===== src/rtl/sig_gen_pkg.sv =====
// rtl/sig_gen_pkg.sv - generator register map and sequencer state encoding
// Purpose: address constants of the tone generator register file and the
//          tone_sequencer FSM states, shared by the sequencer and its users.
// Ports:   none (package).
package sig_gen_pkg;

  localparam logic [2:0] ADDR_PERA = 3'd0;  // channel A period register
  localparam logic [2:0] ADDR_VOLA = 3'd2;  // channel A volume register
  localparam logic [2:0] ADDR_PAT  = 3'd6;  // pattern memory write port (not forwarded)
  localparam logic [2:0] ADDR_CTRL = 3'd7;  // run/loop/last control (not forwarded)

  typedef enum logic [2:0] {
    S_IDLE   = 3'd0,
    S_WR_PER = 3'd1,
    S_WR_VOL = 3'd2,
    S_WAIT   = 3'd3,
    S_MUTE   = 3'd4
  } state_t;

  // A zero pattern entry is a rest: the period write is skipped and only a
  // zero volume is written for that step.
  function automatic state_t step_entry(input logic [4:0] tone);
    return (tone == 5'd0) ? S_WR_VOL : S_WR_PER;
  endfunction

endpackage


===== src/rtl/tone_sequencer.sv =====
// rtl/tone_sequencer.sv - host write forwarder and 8-step tone pattern player
// Purpose: forwards host writes to generator registers 0..5 and, when run is
//          set, plays an 8-entry period pattern by writing period/volume
//          registers of channel A once per step.
// Ports:   clk, rst (async, active low)
//          host_we/host_addr/host_data   - host register write port
//          write_strobe/address/data     - registered generator write port
//          busy                          - sequencer not idle
//          step                          - current pattern step index
module tone_sequencer
  import sig_gen_pkg::*;
#(
  parameter int unsigned STEP_CYCLES = 1000,
  parameter logic [3:0]  VOL_ON      = 4'd8
) (
  input  logic       clk,
  input  logic       rst,
  input  logic       host_we,
  input  logic [2:0] host_addr,
  input  logic [4:0] host_data,
  output logic       write_strobe,
  output logic [2:0] address,
  output logic [4:0] data,
  output logic       busy,
  output logic [2:0] step
);

  localparam logic [15:0] CNT_LOAD = 16'(STEP_CYCLES - 1);

  state_t      r_state;
  state_t      w_state_nxt;
  logic [2:0]  r_step;
  logic [2:0]  w_step_nxt;
  logic [2:0]  w_step_inc;
  logic [15:0] r_cnt;
  logic [15:0] w_cnt_nxt;

  logic [4:0]  r_pat [8];
  logic [2:0]  r_wptr;
  logic        r_run;
  logic        r_loop;
  logic [2:0]  r_last;

  logic        r_write_strobe;
  logic [2:0]  r_address;
  logic [4:0]  r_data;

  logic        w_host_fwd;
  logic        w_host_pat;
  logic        w_host_ctrl;
  logic        w_host_stop;
  logic        w_fsm_we;
  logic [2:0]  w_fsm_addr;
  logic [4:0]  w_fsm_data;
  logic        w_clr_run;
  logic [4:0]  w_pat_cur;

  assign w_host_fwd  = host_we && (host_addr < ADDR_PAT);
  assign w_host_pat  = host_we && (host_addr == ADDR_PAT);
  assign w_host_ctrl = host_we && (host_addr == ADDR_CTRL);
  assign w_host_stop = w_host_ctrl && !host_data[0];
  assign w_step_inc  = r_step + 3'd1;
  assign w_pat_cur   = r_pat[r_step];

  assign write_strobe = r_write_strobe;
  assign address      = r_address;
  assign data         = r_data;
  assign busy         = (r_state != S_IDLE);
  assign step         = r_step;

  // Next state. Issuing states only write when the host is not forwarding
  // in the same cycle; otherwise they hold and retry on the next cycle.
  always_comb begin
    w_state_nxt = r_state;
    w_step_nxt  = r_step;
    w_cnt_nxt   = r_cnt;
    w_fsm_we    = 1'b0;
    w_fsm_addr  = ADDR_PERA;
    w_fsm_data  = 5'd0;
    w_clr_run   = 1'b0;

    if ((r_state != S_IDLE) && w_host_stop) begin
      // Stop while busy: whatever this state would have written is dropped.
      w_state_nxt = S_MUTE;
    end else begin
      case (r_state)
        S_IDLE: begin
          if (r_run && !w_host_stop) begin
            w_step_nxt  = 3'd0;
            w_state_nxt = step_entry(r_pat[0]);
          end
        end
        S_WR_PER: begin
          if (!w_host_fwd) begin
            w_fsm_we    = 1'b1;
            w_fsm_addr  = ADDR_PERA;
            w_fsm_data  = w_pat_cur;
            w_state_nxt = S_WR_VOL;
          end
        end
        S_WR_VOL: begin
          if (!w_host_fwd) begin
            w_fsm_we    = 1'b1;
            w_fsm_addr  = ADDR_VOLA;
            w_fsm_data  = (w_pat_cur == 5'd0) ? 5'd0 : {1'b0, VOL_ON};
            w_cnt_nxt   = CNT_LOAD;
            w_state_nxt = S_WAIT;
          end
        end
        S_WAIT: begin
          if (r_cnt != 16'd0) begin
            w_cnt_nxt = r_cnt - 16'd1;
          end else if (r_step != r_last) begin
            w_step_nxt  = w_step_inc;
            w_state_nxt = step_entry(r_pat[w_step_inc]);
          end else if (r_loop) begin
            w_step_nxt  = 3'd0;
            w_state_nxt = step_entry(r_pat[0]);
          end else begin
            w_clr_run   = 1'b1;
            w_state_nxt = S_MUTE;
          end
        end
        S_MUTE: begin
          if (!w_host_fwd) begin
            w_fsm_we    = 1'b1;
            w_fsm_addr  = ADDR_VOLA;
            w_fsm_data  = 5'd0;
            w_state_nxt = S_IDLE;
          end
        end
        default: w_state_nxt = S_IDLE;
      endcase
    end
  end

  always_ff @(posedge clk or negedge rst) begin
    if (!rst) begin
      r_state <= S_IDLE;
      r_step  <= 3'd0;
      r_cnt   <= 16'd0;
    end else begin
      r_state <= w_state_nxt;
      r_step  <= w_step_nxt;
      r_cnt   <= w_cnt_nxt;
    end
  end

  // Pattern memory and control register. A control write overrides the
  // sequencer's own end-of-pattern run clear.
  always_ff @(posedge clk or negedge rst) begin
    if (!rst) begin
      r_run  <= 1'b0;
      r_loop <= 1'b0;
      r_last <= 3'd0;
      r_wptr <= 3'd0;
      for (int i = 0; i < 8; i++) r_pat[i] <= 5'd0;
    end else begin
      if (w_host_pat) begin
        r_pat[r_wptr] <= host_data;
        r_wptr        <= r_wptr + 3'd1;
      end
      if (w_host_ctrl) begin
        r_run  <= host_data[0];
        r_loop <= host_data[1];
        r_last <= host_data[4:2];
        r_wptr <= 3'd0;
      end else if (w_clr_run) begin
        r_run <= 1'b0;
      end
    end
  end

  // Generator write port; address/data hold their last value between strobes.
  always_ff @(posedge clk or negedge rst) begin
    if (!rst) begin
      r_write_strobe <= 1'b0;
      r_address      <= 3'd0;
      r_data         <= 5'd0;
    end else if (w_host_fwd) begin
      r_write_strobe <= 1'b1;
      r_address      <= host_addr;
      r_data         <= host_data;
    end else if (w_fsm_we) begin
      r_write_strobe <= 1'b1;
      r_address      <= w_fsm_addr;
      r_data         <= w_fsm_data;
    end else begin
      r_write_strobe <= 1'b0;
    end
  end

endmodule


===== config.mk =====
export PLATFORM = sky130hd
export DESIGN_NAME = tone_sequencer
export DESIGN_NICKNAME = d
export VERILOG_FILES = /design/src/rtl/sig_gen_pkg.sv /design/src/rtl/tone_sequencer.sv
export SDC_FILE = /design/constraint.sdc
export NUM_CORES = 1
export LEC_CHECK = 0
export ABC_AREA = 0
export BUFFER_PORTS_ARGS = -buffer_cell sky130_fd_sc_hd__buf_2
export CAP_MARGIN = 25
export CORE_UTILIZATION = 52
export DETAILED_ROUTE_END_ITERATION = 6
export GPL_ROUTABILITY_DRIVEN = 0
export PLACE_DENSITY = 0.7
export SETUP_SLACK_MARGIN = 0.3
export SLEW_MARGIN = 25
export SYNTH_ARGS = -nofsm -noshare
export SYNTH_HDL_FRONTEND = slang
export SYNTH_SLANG_ARGS = --single-unit

===== constraint.sdc =====
create_clock -name clk -period 3 [get_ports clk]
set_input_delay 0 -clock clk [delete_from_list [all_inputs] [get_ports clk]]
set_output_delay 0 -clock clk [all_outputs]
set_load 0.005 [all_outputs]

# Word-level counts from Yosys, hierarchy flattened
# Cells that the tools add are included.
# totals
reg_bits	79
in_bits	11
out_inout_bits	13
word_cells	123
# op_classes
addsub	3
order_cmp	5
eq_ne	17
mux	51
bitwise	4
n_reduce_logical	25
# ops
op	n
$mux 3	16
$bwmux 40	1
$mux 5	8
$mux 16	2
$pmux 16 s2	1
$bmux 5 s3	2
$ne 3x3->1 const B	6
$reduce_bool 16->1	1
$sub 16x1->16 const B	1
$demux 5 s3	1
$logic_not 5->1	3
$pmux 3 s5	1
$ge 4x4->1 const B	3
$mux 1	12
$not 3->4	3
$pmux 5 s2	1
$reduce_and 5->1	2
$reduce_bool 2->1	5
$eq 3x3->1 const B	3
$mux 2	4
$ne 2x2->1 const B	4
$logic_and 1x1->1	7
$add 3x1->3 const B	2
$eq 3x2->1 const B	2
other kinds (13)	14

# Longest topological paths before layout
# depth
ltp_word	11
depth_mapped	9
depth_no_buf	7

# Worst setup path after synthesis
# No wires, ideal clock.
# synth_path
path_kind	reg2reg
from	reg r_cnt[6]
to	reg r_cnt[15]
t_arrival_ns	2.112
required_time_ns	2.877
path_slack_ns	0.765
stages_incl_launch_ff	6
n_path_buf	0
synth_period_minus_slack_ns	2.235
cell_sequence	dfrtp_1 > or4_4 > or2_4 > or3_1 > or4_1 > mux2i_1
# synth_between
elab_chain_len	3
elab_cells_between_ends	6
cone_classes	1 x add/sub; 1 x eq/ne; 2 x mux; 2 x reduce/logical
# synth_lines
element	line	rtl
start, declared	tone_sequencer.sv:35	logic [15:0] r_cnt;
start signal, assigned	tone_sequencer.sv:145	r_cnt <= w_cnt_nxt;
$sub 16x1->16 / $reduce_bool 16->1 (equally long branches)	tone_sequencer.sv:112, tone_sequencer.sv:111	
$mux 16 / $ne 2x2->1 (equally long branches)	-	
$pmux 16 s2 / $reduce_and 4->1 (equally long branches)	-	
# Several ways; a longest one is shown, not always the timed one. The select of a mux whose other input is x is not followed.
# A chain may end at the register's enable or synchronous reset.

# Final worst setup path
# layout_path
from	reg r_cnt[6]
to	reg r_step[1] (netlist: step[1])
# layout_between
elab_chain_len	3
# layout_lines
element	line	rtl
$reduce_bool 16->1	tone_sequencer.sv:111	if (r_cnt != 16'd0) begin
$ne 2x2->1 (no line)	-	
$reduce_and 5->1 (no line)	-	
end signal, assigned	tone_sequencer.sv:144	r_step <= w_step_nxt;
end, declared	tone_sequencer.sv:32	logic [2:0] r_step;
# Every way passes these cells.

==> results.md <==
* Status: completed
* Slew @ Worst Pin at between 0.7 and 0.8 ns
* Cells after DPL at ~480
* Die Wd at a little over 90 um
* # clock sinks at 79
* CTS buffer count at 9
* Worst EP arrival at roughly 2.6 ns
* Core ar. at around 0.0077 mm^2
* Crit start category: flop
* Post-Syn Area at around 0.0042 mm^2
* Initial antenna violation count at 0
* PwrDens at slightly above 800 mW/mm^2
* H-tree depth at 3
* Psw at about 0.0014 W
* Total negative slack at 0 ns
* Worst path required time at 3.25 ns
* Syn nets at 384
* Hold Worst Slack at approximately 0.062 ns
* Most area-consuming cells after synthesis: dfrtp_1 48%, mux2_2 12%, mux4_2 5.4%, a21oi_1 2.0%, nor2_1 2.0%
* Sequential share of power at between 40 and 50%
* Top cells by count, synth: 79 x dfrtp_1, 46 x mux2_2, 22 x nor2_1
* Final max-slew violation count at 0
* Clk network pwr share at around a fifth
* Top Ports at 24
* Combinational Power Share at between 30% and 40%
* P_int at approximately 0.0024 W
* Initial DRT Pass Iterations at 4
* Synth warnings at 0
* Leading area contributor after synthesis: dfrtp_1
* Maximum root-to-sink buffer count at 2
* HP Class: input pin to flop
* Clock root buffer: clkbuf_8
* Global-route wire length before repair at ~15,000 um
* Drt wl/cell at about 19 um
* Detailed placement HPWL at roughly 6500 um
* Via count at around 3,100
* Critical path capture point type: flop
* Fin crit period at 2.38 ns
* Maxcap violations at 0
* Area Growth Syn to Fin at 10.0%
* Post CTS Setup Buffer Count at 0
* Sequential element share of the synthesized area at roughly 48%
* Fin cells at about 500
* Most frequent cell after synthesis: dfrtp_1
* Top cell type's share of synthesized area at between 40 and 50%
* GRT Util Overall at between 20% and 30%
* Clock Pin Slew Worst Setup and Hold Paths at ~0.08 ns
* Final wirelength at about 9300 um
* Critical setup path kind: flop to flop
* Post-synth top flop: dfrtp_1
* Leakage power at about 2.0 nW
* Vias per cell at 6.24
* Worst-path fanout max at 7
* DR iter-0 viols at between 100 and 150
* Setup-failing EPs final at 0
* Row count at 32
* Slew margin rel. at about 48%
* Switching share of power at a little under two fifths
* TritonCTS clock tree: done
* FF+latch count, synth at just under 80
* Final Hold Violating Endpoints at 0
* Post-synth ARST share at 100%
* Chip Height at 91.4 um
* Layout cell share with drive strength beyond 1 at between 20 and 30%
* Final Cycle Share at about 80%
* Post-synth EDFFs at 0
* Syn Inst Count at between 300 and 400
* Antenna Cells at 0
* Worst-Skew Late Latency at 0.35 ns
* Largest net degree at the start of global routing at 80
* Nets at 405
* Routed Antenna Nets at 0
* Remaining Overflow, GRT at 0
* RSZ-0062 raised after global routing: no
* Synth Area per Inst at approximately 11 um^2
* Die area at ~0.0084 mm^2
* Layout Utilization at approximately 59%
* Initial Util at 53.8%
* VDD IR max at between 0.0003 and 0.0004 V
* Clock Skews at 0.0118 ns
* Vias in the first global route at 3,073
* Port bufs at 23
* Fmax at approximately 0.42 GHz
* Count of cell types in the netlist at 56
* DRC viols at 0
metrics by stage:
stage	area [um^2]	setup WS, ns	total power [W]
6_report	4570	0.621	0.00380
5_1_grt	4570	0.453	0.00403
4_1_cts	4570	0.488	0.00381
3_5_place_dp	4340	0.512	0.00303
3_3_place_gp	4340	0.586	0.00299
2_1_floorplan	4160	0.765	0.00263
logic make-up (layout without fill, tap and decap cells):
family / after synthesis / in the layout / synth area share (%)
flip-flops: 79 / 79 / 47.5
AND/OR/NAND/NOR: 120 / 120 / 16.4
adder cells (fa/ha/maj): 4 / 4 / 1.20
AO/OA/AOI/OAI: 74 / 74 / 12.0
XOR/XNOR: 4 / 4 / 0.843
multiplexers: 63 / 63 / 19.6
buffers and inverters: 25 / 50 / 2.44
area by class of cell:
| class | count | area (um^2) |
|---|---|---|
| clock buffers | 9 | 124 |
| clock inverters | 6 | 62.6 |
| fillers | 623 | 3150 |
| inverters | 5 | 18.8 |
| multi-input cells | 265 | 2080 |
| flip-flops and latches | 79 | 1980 |
| well taps | 102 | 128 |
| repair buffers | 30 | 184 |
path summary, 6_finish.rpt:
kind | from | end | slack, ns | depth (start not counted)
worst max-delay path | r_cnt[6]$_DFFE_PN0P_ | step[1]$_DFFE_PN0P_ | 0.62 | 5
max in group asynchronous | rst | data[2]$_DFFE_PN0P_ | 2.25 | 2
worst min register to register | address[2]$_DFFE_PN0P_ | address[2]$_DFFE_PN0P_ | 0.50 | 1
worst min-delay path | host_data[3] | r_last[1]$_DFFE_PN0N_ | 0.06 | 2
worst max register to register | r_cnt[6]$_DFFE_PN0P_ | step[1]$_DFFE_PN0P_ | 0.62 | 5
min in group asynchronous | rst | r_wptr[2]$_DFFE_PN0P_ | 0.24 | 2
flip-flops by register name, indices dropped and copies added, names as in the netlist:
signal / count
write_strobe: 1
address: 3
r_wptr: 3
r_pat: 40
r_cnt: 16
r_loop: 1
r_state: 3
data: 5
r_last: 3
r_run: 1
step: 3
layout by cell type (no fill, tap or decap), types with 5 or more instances in the layout:
master / instances
dfrtp_1: 79
mux2_2: 46
nor2_1: 22
buf_2: 22
nand2_1: 20
a21oi_1: 17
o21ai_0: 16
nand3_1: 11
or4_1: 10
mux4_2: 10
nor3_1: 9
clkbuf_8: 9
and3_1: 8
or3_1: 7
mux2i_1: 7
o31ai_1: 7
inv_1: 5
a221o_1: 5
power groups by stage:
stage | combinational (W) | sequential, W | clock, W
2_1_floorplan | 0.00112 | 0.00151 | 0
3_3_place_gp | 0.00137 | 0.00162 | 0
3_5_place_dp | 0.00140 | 0.00163 | 0
4_1_cts | 0.00141 | 0.00161 | 0.000787
5_1_grt | 0.00156 | 0.00165 | 0.000822
6_report | 0.00141 | 0.00162 | 0.000768
layer usage:
layer  global-route usage (%)  wire (um)
met2                     37.8       4390
met4                     9.52        218
met5                        0          0
met1                     32.9       4370
met3                     4.52        349
critical path, stage by stage, from the launching register on:
cell and delay (ns):
dfrtp_1 0.41, or4_4 0.59, nor4_4 0.46, a22oi_1 0.17, nor3_1 0.27, mux2_2 0.37
what timing repair did:
item | CTS | global route
endpoints found under the hold margin | 84 | 0
setup endpoints to repair | 0 | 3
gates resized for setup | 0 | 1
hold buffers | 4 | 0
(Power assumes the default switching activity.)
